--- src/rtl/shift_pkg.sv ---
`default_nettype none
// +----------------------------------------------------------------------+
// | shift_pkg: shared shift-op encodings, RV32 decode constants, bundle   |
// | Revision: 1.0                                                        |
// +----------------------------------------------------------------------+
package shift_pkg;

  localparam int BUNDLE_XLEN = 32;
  localparam int BUNDLE_SHW  = 5;

  typedef enum logic [1:0] {
    OP_SLL = 2'b00,
    OP_SRL = 2'b01,
    OP_SRA = 2'b10
  } shift_op_e;

  localparam logic [6:0] OP     = 7'b0110011;
  localparam logic [6:0] OP_IMM = 7'b0010011;

  localparam logic [2:0] F3_SLL = 3'b001;
  localparam logic [2:0] F3_SRX = 3'b101;

  localparam logic [6:0] F7_BASE = 7'b0000000;
  localparam logic [6:0] F7_SRA  = 7'b0100000;

  typedef struct packed {
    logic [BUNDLE_XLEN-1:0] data;
    logic [BUNDLE_SHW-1:0]  shamt;
    shift_op_e              op;
    logic                   illegal;
  } shift_bundle_t;

  localparam shift_bundle_t BUNDLE_ZERO = '{data: '0, shamt: '0, op: OP_SLL, illegal: 1'b0};

endpackage
`default_nettype wire

--- src/rtl/shift_issue_stage_if.sv ---
`default_nettype none
// +----------------------------------------------------------------------+
// | shift_issue_stage_if: decode-side and shifter-side handshake bundle  |
// | Revision: 1.0                                                        |
// +----------------------------------------------------------------------+
interface shift_issue_stage_if #(
  parameter int XLEN = 32,
  parameter int SHW  = 5
);
  logic            in_valid;
  logic            in_ready;
  logic [31:0]     in_instr;
  logic [XLEN-1:0] in_rs1_val;
  logic [XLEN-1:0] in_rs2_val;
  logic            flush;

  logic            out_valid;
  logic            out_ready;
  logic [XLEN-1:0] out_data;
  logic [SHW-1:0]  out_shamt;
  logic [1:0]      out_op;
  logic            out_illegal;

  // master: the environment around the stage (decode upstream, EX downstream)
  modport master (
    output in_valid, in_instr, in_rs1_val, in_rs2_val, flush, out_ready,
    input  in_ready, out_valid, out_data, out_shamt, out_op, out_illegal
  );

  modport slave (
    input  in_valid, in_instr, in_rs1_val, in_rs2_val, flush, out_ready,
    output in_ready, out_valid, out_data, out_shamt, out_op, out_illegal
  );
endinterface
`default_nettype wire

--- src/rtl/shift_decode.sv ---
`default_nettype none
// +----------------------------------------------------------------------+
// | shift_decode: RV32 shift instruction -> shifter operand bundle       |
// | Revision: 1.0                                                        |
// +----------------------------------------------------------------------+
module shift_decode
  import shift_pkg::*;
(
  input  logic [31:0]   instr,
  input  logic [31:0]   rs1_val,
  input  logic [31:0]   rs2_val,
  output shift_bundle_t bundle
);

  logic [6:0] opcode;
  logic [6:0] funct7;
  logic [2:0] funct3;
  logic       is_reg;
  logic       is_imm;
  logic       unused_bits;

  assign opcode      = instr[6:0];
  assign funct3      = instr[14:12];
  assign funct7      = instr[31:25];
  assign is_reg      = (opcode == OP);
  assign is_imm      = (opcode == OP_IMM);
  assign unused_bits = ^{instr[19:15], instr[11:7], rs2_val[31:5]};

  // Checking the full funct7 also rejects OP-IMM encodings with instr[25] set.
  always_comb begin
    bundle         = BUNDLE_ZERO;
    bundle.data    = rs1_val;
    bundle.illegal = 1'b1;
    if (is_reg || is_imm) begin
      if (funct3 == F3_SLL && funct7 == F7_BASE) begin
        bundle.op      = OP_SLL;
        bundle.illegal = 1'b0;
      end else if (funct3 == F3_SRX && funct7 == F7_BASE) begin
        bundle.op      = OP_SRL;
        bundle.illegal = 1'b0;
      end else if (funct3 == F3_SRX && funct7 == F7_SRA) begin
        bundle.op      = OP_SRA;
        bundle.illegal = 1'b0;
      end
    end
    if (!bundle.illegal) begin
      bundle.shamt = is_reg ? rs2_val[4:0] : instr[24:20];
    end
  end

endmodule
`default_nettype wire

--- src/rtl/shift_issue_stage.sv ---
`default_nettype none
// +----------------------------------------------------------------------+
// | shift_issue_stage: decode + main/skid buffered issue to the shifter  |
// | Revision: 1.0                                                        |
// +----------------------------------------------------------------------+
module shift_issue_stage
  import shift_pkg::*;
#(
  parameter int XLEN = 32,
  parameter int SHW  = 5
) (
  input  logic                clk,
  input  logic                rst,
  shift_issue_stage_if.slave  bus
);

  localparam logic [1:0] ST_EMPTY = 2'd0;
  localparam logic [1:0] ST_ONE   = 2'd1;
  localparam logic [1:0] ST_TWO   = 2'd2;

  logic [1:0]    state;
  logic [1:0]    state_nxt;
  logic          in_ready_q;
  logic          accept;
  logic          drain;
  logic          holding;
  logic          load_main_dec;
  logic          load_main_skid;
  logic          load_skid;
  shift_bundle_t dec;
  shift_bundle_t main_q;
  shift_bundle_t skid_q;

  shift_decode u_decode (
    .instr   (bus.in_instr),
    .rs1_val (bus.in_rs1_val),
    .rs2_val (bus.in_rs2_val),
    .bundle  (dec)
  );

  assign accept = bus.in_valid && in_ready_q && !bus.flush;
  assign drain  = holding && bus.out_ready;

  // in_ready is a flop tracking "skid will be empty", so out_ready never reaches it combinationally.
  always_ff @(posedge clk or posedge rst) begin
    if (rst) begin
      state      <= ST_EMPTY;
      in_ready_q <= 1'b1;
    end else begin
      state      <= state_nxt;
      in_ready_q <= (state_nxt != ST_TWO);
    end
  end

  always_comb begin
    state_nxt = state;
    if (bus.flush) begin
      state_nxt = ST_EMPTY;
    end else begin
      case (state)
        ST_EMPTY: if (accept) state_nxt = ST_ONE;
        ST_ONE: begin
          if (accept && !drain)      state_nxt = ST_TWO;
          else if (!accept && drain) state_nxt = ST_EMPTY;
        end
        ST_TWO:   if (drain) state_nxt = ST_ONE;
        default:  state_nxt = ST_EMPTY;
      endcase
    end
  end

  always_comb begin
    holding        = (state != ST_EMPTY);
    load_main_dec  = 1'b0;
    load_main_skid = 1'b0;
    load_skid      = 1'b0;
    if (!bus.flush) begin
      case (state)
        ST_EMPTY: load_main_dec = accept;
        ST_ONE: begin
          load_main_dec = accept && drain;
          load_skid     = accept && !drain;
        end
        ST_TWO:   load_main_skid = drain;
        default: ;
      endcase
    end
  end

  always_ff @(posedge clk or posedge rst) begin
    if (rst) begin
      main_q <= BUNDLE_ZERO;
      skid_q <= BUNDLE_ZERO;
    end else begin
      if (load_main_dec) begin
        main_q <= dec;
      end else if (load_main_skid) begin
        main_q <= skid_q;
      end
      if (load_skid) begin
        skid_q <= dec;
      end
    end
  end

  assign bus.in_ready    = in_ready_q;
  assign bus.out_valid   = holding;
  assign bus.out_data    = main_q.data[XLEN-1:0];
  assign bus.out_shamt   = main_q.shamt[SHW-1:0];
  assign bus.out_op      = main_q.op;
  assign bus.out_illegal = main_q.illegal;

endmodule
`default_nettype wire

--- src/flat_wrapper.sv ---
// flat-port wrapper written by rule: the top's interface ports become plain ports
module shift_issue_stage_flat import shift_pkg::*;
#(
  parameter int XLEN = 32,
  parameter int SHW  = 5
)
  (clk, rst, bus_in_valid, bus_in_instr, bus_in_rs1_val, bus_in_rs2_val, bus_flush, bus_out_ready, bus_in_ready, bus_out_valid, bus_out_data, bus_out_shamt, bus_out_op, bus_out_illegal);
  shift_issue_stage_if #(.XLEN(XLEN), .SHW(SHW)) bus_i ();
  input  logic clk;
  input  logic rst;
  input wire logic [$bits(bus_i.in_valid)-1:0] bus_in_valid;
  input wire logic [$bits(bus_i.in_instr)-1:0] bus_in_instr;
  input wire logic [$bits(bus_i.in_rs1_val)-1:0] bus_in_rs1_val;
  input wire logic [$bits(bus_i.in_rs2_val)-1:0] bus_in_rs2_val;
  input wire logic [$bits(bus_i.flush)-1:0] bus_flush;
  input wire logic [$bits(bus_i.out_ready)-1:0] bus_out_ready;
  output wire logic [$bits(bus_i.in_ready)-1:0] bus_in_ready;
  output wire logic [$bits(bus_i.out_valid)-1:0] bus_out_valid;
  output wire logic [$bits(bus_i.out_data)-1:0] bus_out_data;
  output wire logic [$bits(bus_i.out_shamt)-1:0] bus_out_shamt;
  output wire logic [$bits(bus_i.out_op)-1:0] bus_out_op;
  output wire logic [$bits(bus_i.out_illegal)-1:0] bus_out_illegal;
  assign bus_i.in_valid = bus_in_valid;
  assign bus_i.in_instr = bus_in_instr;
  assign bus_i.in_rs1_val = bus_in_rs1_val;
  assign bus_i.in_rs2_val = bus_in_rs2_val;
  assign bus_i.flush = bus_flush;
  assign bus_i.out_ready = bus_out_ready;
  assign bus_in_ready = bus_i.in_ready;
  assign bus_out_valid = bus_i.out_valid;
  assign bus_out_data = bus_i.out_data;
  assign bus_out_shamt = bus_i.out_shamt;
  assign bus_out_op = bus_i.out_op;
  assign bus_out_illegal = bus_i.out_illegal;
  shift_issue_stage #(.XLEN(XLEN), .SHW(SHW)) u_core (.clk(clk), .rst(rst), .bus(bus_i));
endmodule
--- config.mk ---
export PLATFORM = sky130hd
export DESIGN_NAME = shift_issue_stage_flat
export DESIGN_NICKNAME = d
export VERILOG_FILES = /design/src/rtl/shift_pkg.sv /design/src/rtl/shift_issue_stage_if.sv /design/src/rtl/shift_decode.sv /design/src/rtl/shift_issue_stage.sv /design/src/flat_wrapper.sv
export SDC_FILE = /design/constraint.sdc
export NUM_CORES = 1
export LEC_CHECK = 0
export ABC_AREA = 1
export ABC_CLOCK_PERIOD_IN_PS = 3610
export CELL_PAD_IN_SITES_DETAIL_PLACEMENT = 1
export CELL_PAD_IN_SITES_GLOBAL_PLACEMENT = 2
export CORE_UTILIZATION = 26
export DETAILED_ROUTE_END_ITERATION = 10
export PLACE_DENSITY = 0.89
export SLEW_MARGIN = 25
export SYNTH_ARGS = -nofsm -noshare
export SYNTH_HDL_FRONTEND = slang
export SYNTH_SLANG_ARGS = --single-unit
--- constraint.sdc ---
create_clock -name clk -period 3.61 [get_ports clk]
set_clock_uncertainty 0.05 [all_clocks]
set_input_delay 0.722 -clock clk [delete_from_list [all_inputs] [get_ports clk]]
set_output_delay 0.722 -clock clk [all_outputs]
set_load 0.01 [all_outputs]
==> impl_metrics.py <==
metrics = {
    "run_status": {
        "status": "finished, final reports clean",
    },
    "synthesis": {
        "flip_flop_and_latch_count_after_synthesis": 83,
        "synth_warnings": 0,
        "synthesis.nets": 538,
        "synth-compound-area-share_pct": 15.4,
        "synth_top_flop_cell": "sky130_fd_sc_hd__dfrtp_1",
        "synth_cells": 437,
        "post_synth_fa_ha_maj_area_fraction_pct": 0,
        "synth-edff-count": 0,
        "synth.top_cells.by_area": "sky130_fd_sc_hd__dfrtp_1, sky130_fd_sc_hd__nand2_1, sky130_fd_sc_hd__o21ai_2",
        "dominant_combinational_cell_family_by_area_after_synthesis": "simple AND/OR/NAND/NOR gates",
        "synth_xor_xnor_area_share_pct": 0,
        "avgSynthCellArea_um2": 9.20,
        "yosysUniqueCellTypes": 24,
        "netlist.top_cell.by_area": "sky130_fd_sc_hd__dfrtp_1",
        "ys_seq_area_share_pct": 51.7,
        "synthesis.area_mm2": 0.00402,
        "muxShareOfSynthArea_pct": 0,
        "synth.top_cell.area_share_pct": 51.0,
        "simple_gate_portion_of_the_synthesized_area_pct": 23.0,
        "async_flop_share_pct": 100,
    },
    "placement": {
        "gp_congestion": 0.736,
        "detailedPlacementHpwl_um": 6870,
        "placed_cells_incl_taps": 712,
        "placed_cell_area_mm2": 0.00514,
        "io_buffer_count": 105,
    },
    "cts": {
        "cts_buffer_depth": 2,
        "clock_tree.root_cell": "sky130_fd_sc_hd__clkbuf_16",
        "hold_buffers": 0,
        "clock_sinks": 83,
        "cts_resized": 0,
        "clock_insertion_delay_worst_skew_ns": 0.34,
        "number_of_buffers_inserted_by_post_cts_setup_repair": 0,
        "clk_pin_slew_ns": 0.06,
        "cts-htree-levels": 3,
        "cts_inserted_buffers": 9,
        "clock_tree_from_tritoncts": "built",
    },
    "layout": {
        "instances_no_fill": 728,
        "layout_cells_sized_above_1_pct": 15.6,
        "num-nets-final": 636,
        "final_util_pct": 35.9,
        "num_antenna_cells": 0,
        "fillCellCount": 1750,
        "areaGrowthSynthToFinish_pct": 35.2,
        "layout.cell_area.non_filler_mm2": 0.00544,
        "layout.cells.most_common": "sky130_fd_sc_hd__nand2_1",
        "layout_common_cells": "sky130_fd_sc_hd__nand2_1, sky130_fd_sc_hd__clkdlybuf4s50_1, sky130_fd_sc_hd__dfrtp_1, sky130_fd_sc_hd__inv_1, sky130_fd_sc_hd__o21ai_2",
    },
    "worst_setup_path": {
        "worstPathRequired_ns": 2.84,
        "worst-path-max-fanout": 4,
        "critical_path.slowest_cell": "sky130_fd_sc_hd__clkdlybuf4s50_1",
        "critical_path.max_stage_delay_ns": 0.48,
        "crit_type": "flip-flop to output pin",
        "timing.critical_path.cells": "or2_2 > clkdlybuf4s50_1",
        "cp-start-kind": "flip-flop",
        "critical_path_capture_point_type": "output pin",
        "critPathTopFamily": "buffers and inverters",
        "arrival_ns": 1.60,
        "timing.critical_path.buf_inv": 1,
    },
    "timing": {
        "fin_worst_hold_slack_ns": 0.429,
        "timing.setup.tns_ns": 0,
        "fmax_ghz": 0.422,
        "finalWorstPathRequiredPeriod_ns": 2.37,
        "transition_time_at_the_pin_with_the_least_slew_margin_ns": 0.927,
        "timing.final.crit_share_pct": 65.7,
        "relSlewSlack_pct": 38.2,
        "report.final.setup_viol": 0,
        "finalHoldViolations": 0,
        "rsz0062_at_grt": "no",
        "slew_violations": 0,
    },
    "global_route": {
        "groute.usage.overall_pct": 13.8,
        "grt_pass1_vias": 3496,
        "overflow": 0,
        "grt_antenna_before_repair": 0,
        "wire_length_of_the_first_global_routing_pass_um": 17300,
        "grt_max_degree": 74,
    },
    "routing": {
        "dr.pass1.iters": 4,
        "drt-vias-per-instance": 4.48,
        "routedWlPerCell_um": 14.0,
        "routed_wirelength_um": 10200,
        "vias": 3262,
        "drt_first_iter_violations": 124,
        "route.antenna.remaining_nets": 0,
        "remaining_drc_errors": 0,
    },
    "power": {
        "static-leakage-power_nw": 2.58,
        "power.ir.vdd_worst_v": 0.000206,
        "power.density_mw_per_mm2": 473,
    },
    "floorplanning": {
        "io_pins": 143,
        "placement_rows": 45,
        "die_width_um": 126,
        "floorplan.initialDensity_pct": 26.5,
        "fp.dieArea_mm2": 0.0160,
        "core-area_mm2": 0.0151,
        "floorplan.die.height_um": 126,
    },
    "worst_hold_path": {
        "worst_hold_check_path_type": "flip-flop to flip-flop",
    },
    "flow_run": {
        "timing.max_cap.violations": 0,
    },
}
-- registers in the layout, indices dropped and copies added (netlist names) --
signal and cells:
u_core.bus.out_shamt 5, u_core.state 2, u_core.skid_q 40, u_core.bus.out_illegal 1, u_core.bus.in_ready 1, u_core.bus.out_data 32, u_core.bus.out_op 2
-- cells in the mapped netlist (2+ instances only) --
cell	count
sky130_fd_sc_hd__nand3_4	2
sky130_fd_sc_hd__nor2_1	7
sky130_fd_sc_hd__o211ai_2	15
sky130_fd_sc_hd__inv_2	4
sky130_fd_sc_hd__nand2_2	3
sky130_fd_sc_hd__nand2_1	169
sky130_fd_sc_hd__inv_1	47
sky130_fd_sc_hd__buf_2	5
sky130_fd_sc_hd__nor2_4	2
sky130_fd_sc_hd__o21ai_2	32
sky130_fd_sc_hd__nand3_1	13
sky130_fd_sc_hd__nand4_1	11
sky130_fd_sc_hd__inv_4	2
sky130_fd_sc_hd__o211ai_1	17
sky130_fd_sc_hd__buf_6	15
sky130_fd_sc_hd__dfrtp_1	82
sky130_fd_sc_hd__o21ai_0	4
-- cell families (layout without fill, tap and decap cells) --
kind of cell           after synthesis  count (layout)
and+or+nand+nor                    212             212
AOI/OAI and AO/OA                   69              69
buffers and inverters               73             176
DFF                                 83              83
-- worst reg2reg max path: stages, from the launching register on --
cell and delay, ns:
sky130_fd_sc_hd__dfstp_2 0.53, sky130_fd_sc_hd__nand2_1 0.08, sky130_fd_sc_hd__nor2_4 0.14, sky130_fd_sc_hd__nand3_4 0.32
sky130_fd_sc_hd__nand2_2 0.20, sky130_fd_sc_hd__inv_4 0.18, sky130_fd_sc_hd__nand2_1 0.16, sky130_fd_sc_hd__o211ai_2 0.09
-- power by group --
group	switching (W)	total, W	internal [W]
clock	0.000375	0.000923	0.000549
combinational	0.000230	0.000495	0.000265
sequential	0.0000774	0.00115	0.00107
total	0.000682	0.00257	0.00189
-- routing by layer --
metal  GRT usage [%]  vias to the layer above  routed length (µm)
met5               0                        -                   0
met4            6.95                        0                 226
met3            2.91                       13                 390
met2            23.9                       72                5220
met1            16.2                     1584                4370
li1                -                     1593                   -
-- path summary, 6_finish.rpt --
check,from,endpoint,slack (ns),depth (start not counted)
max reg2reg,u_core.bus.in_ready$_DFF_PP1_,u_core.bus.out_data[4]$_DFFE_PP0P_,1.75,7
min in group asynchronous,rst,u_core.skid_q[37]$_DFFE_PP0P_,0.75,2
max in group asynchronous,rst,u_core.bus.out_data[9]$_DFFE_PP0P_,2.06,3
min reg2reg,u_core.skid_q[3]$_DFFE_PP0P_,u_core.skid_q[3]$_DFFE_PP0P_,0.43,2
max,u_core.state[0]$_DFF_PP0_,bus_out_valid,1.24,2
min,u_core.skid_q[3]$_DFFE_PP0P_,u_core.skid_q[3]$_DFFE_PP0P_,0.43,2
-- final cells by class --
| cell class | instances | area, µm² | area share, % |
|---|---|---|---|
| sequential | 83 | 2080 | 38.2 |
| inverter | 53 | 205 | 3.78 |
| timing repair buffer | 107 | 1080 | 19.8 |
| clock buffer | 10 | 239 | 4.40 |
| tap | 188 | 235 | 4.33 |
| clock inverter | 6 | 55.1 | 1.01 |
| multi-input combinational | 281 | 1540 | 28.4 |
-- metrics by stage --
stage               worst slack [ns]  total power, W
detailed placement             0.905         0.00167
floorplan                      0.703         0.00142
global placement               0.994         0.00165
global route                    1.11         0.00271
finish                          1.24         0.00257
CTS                             1.22         0.00262
Power figures use the tool's default switching activity.
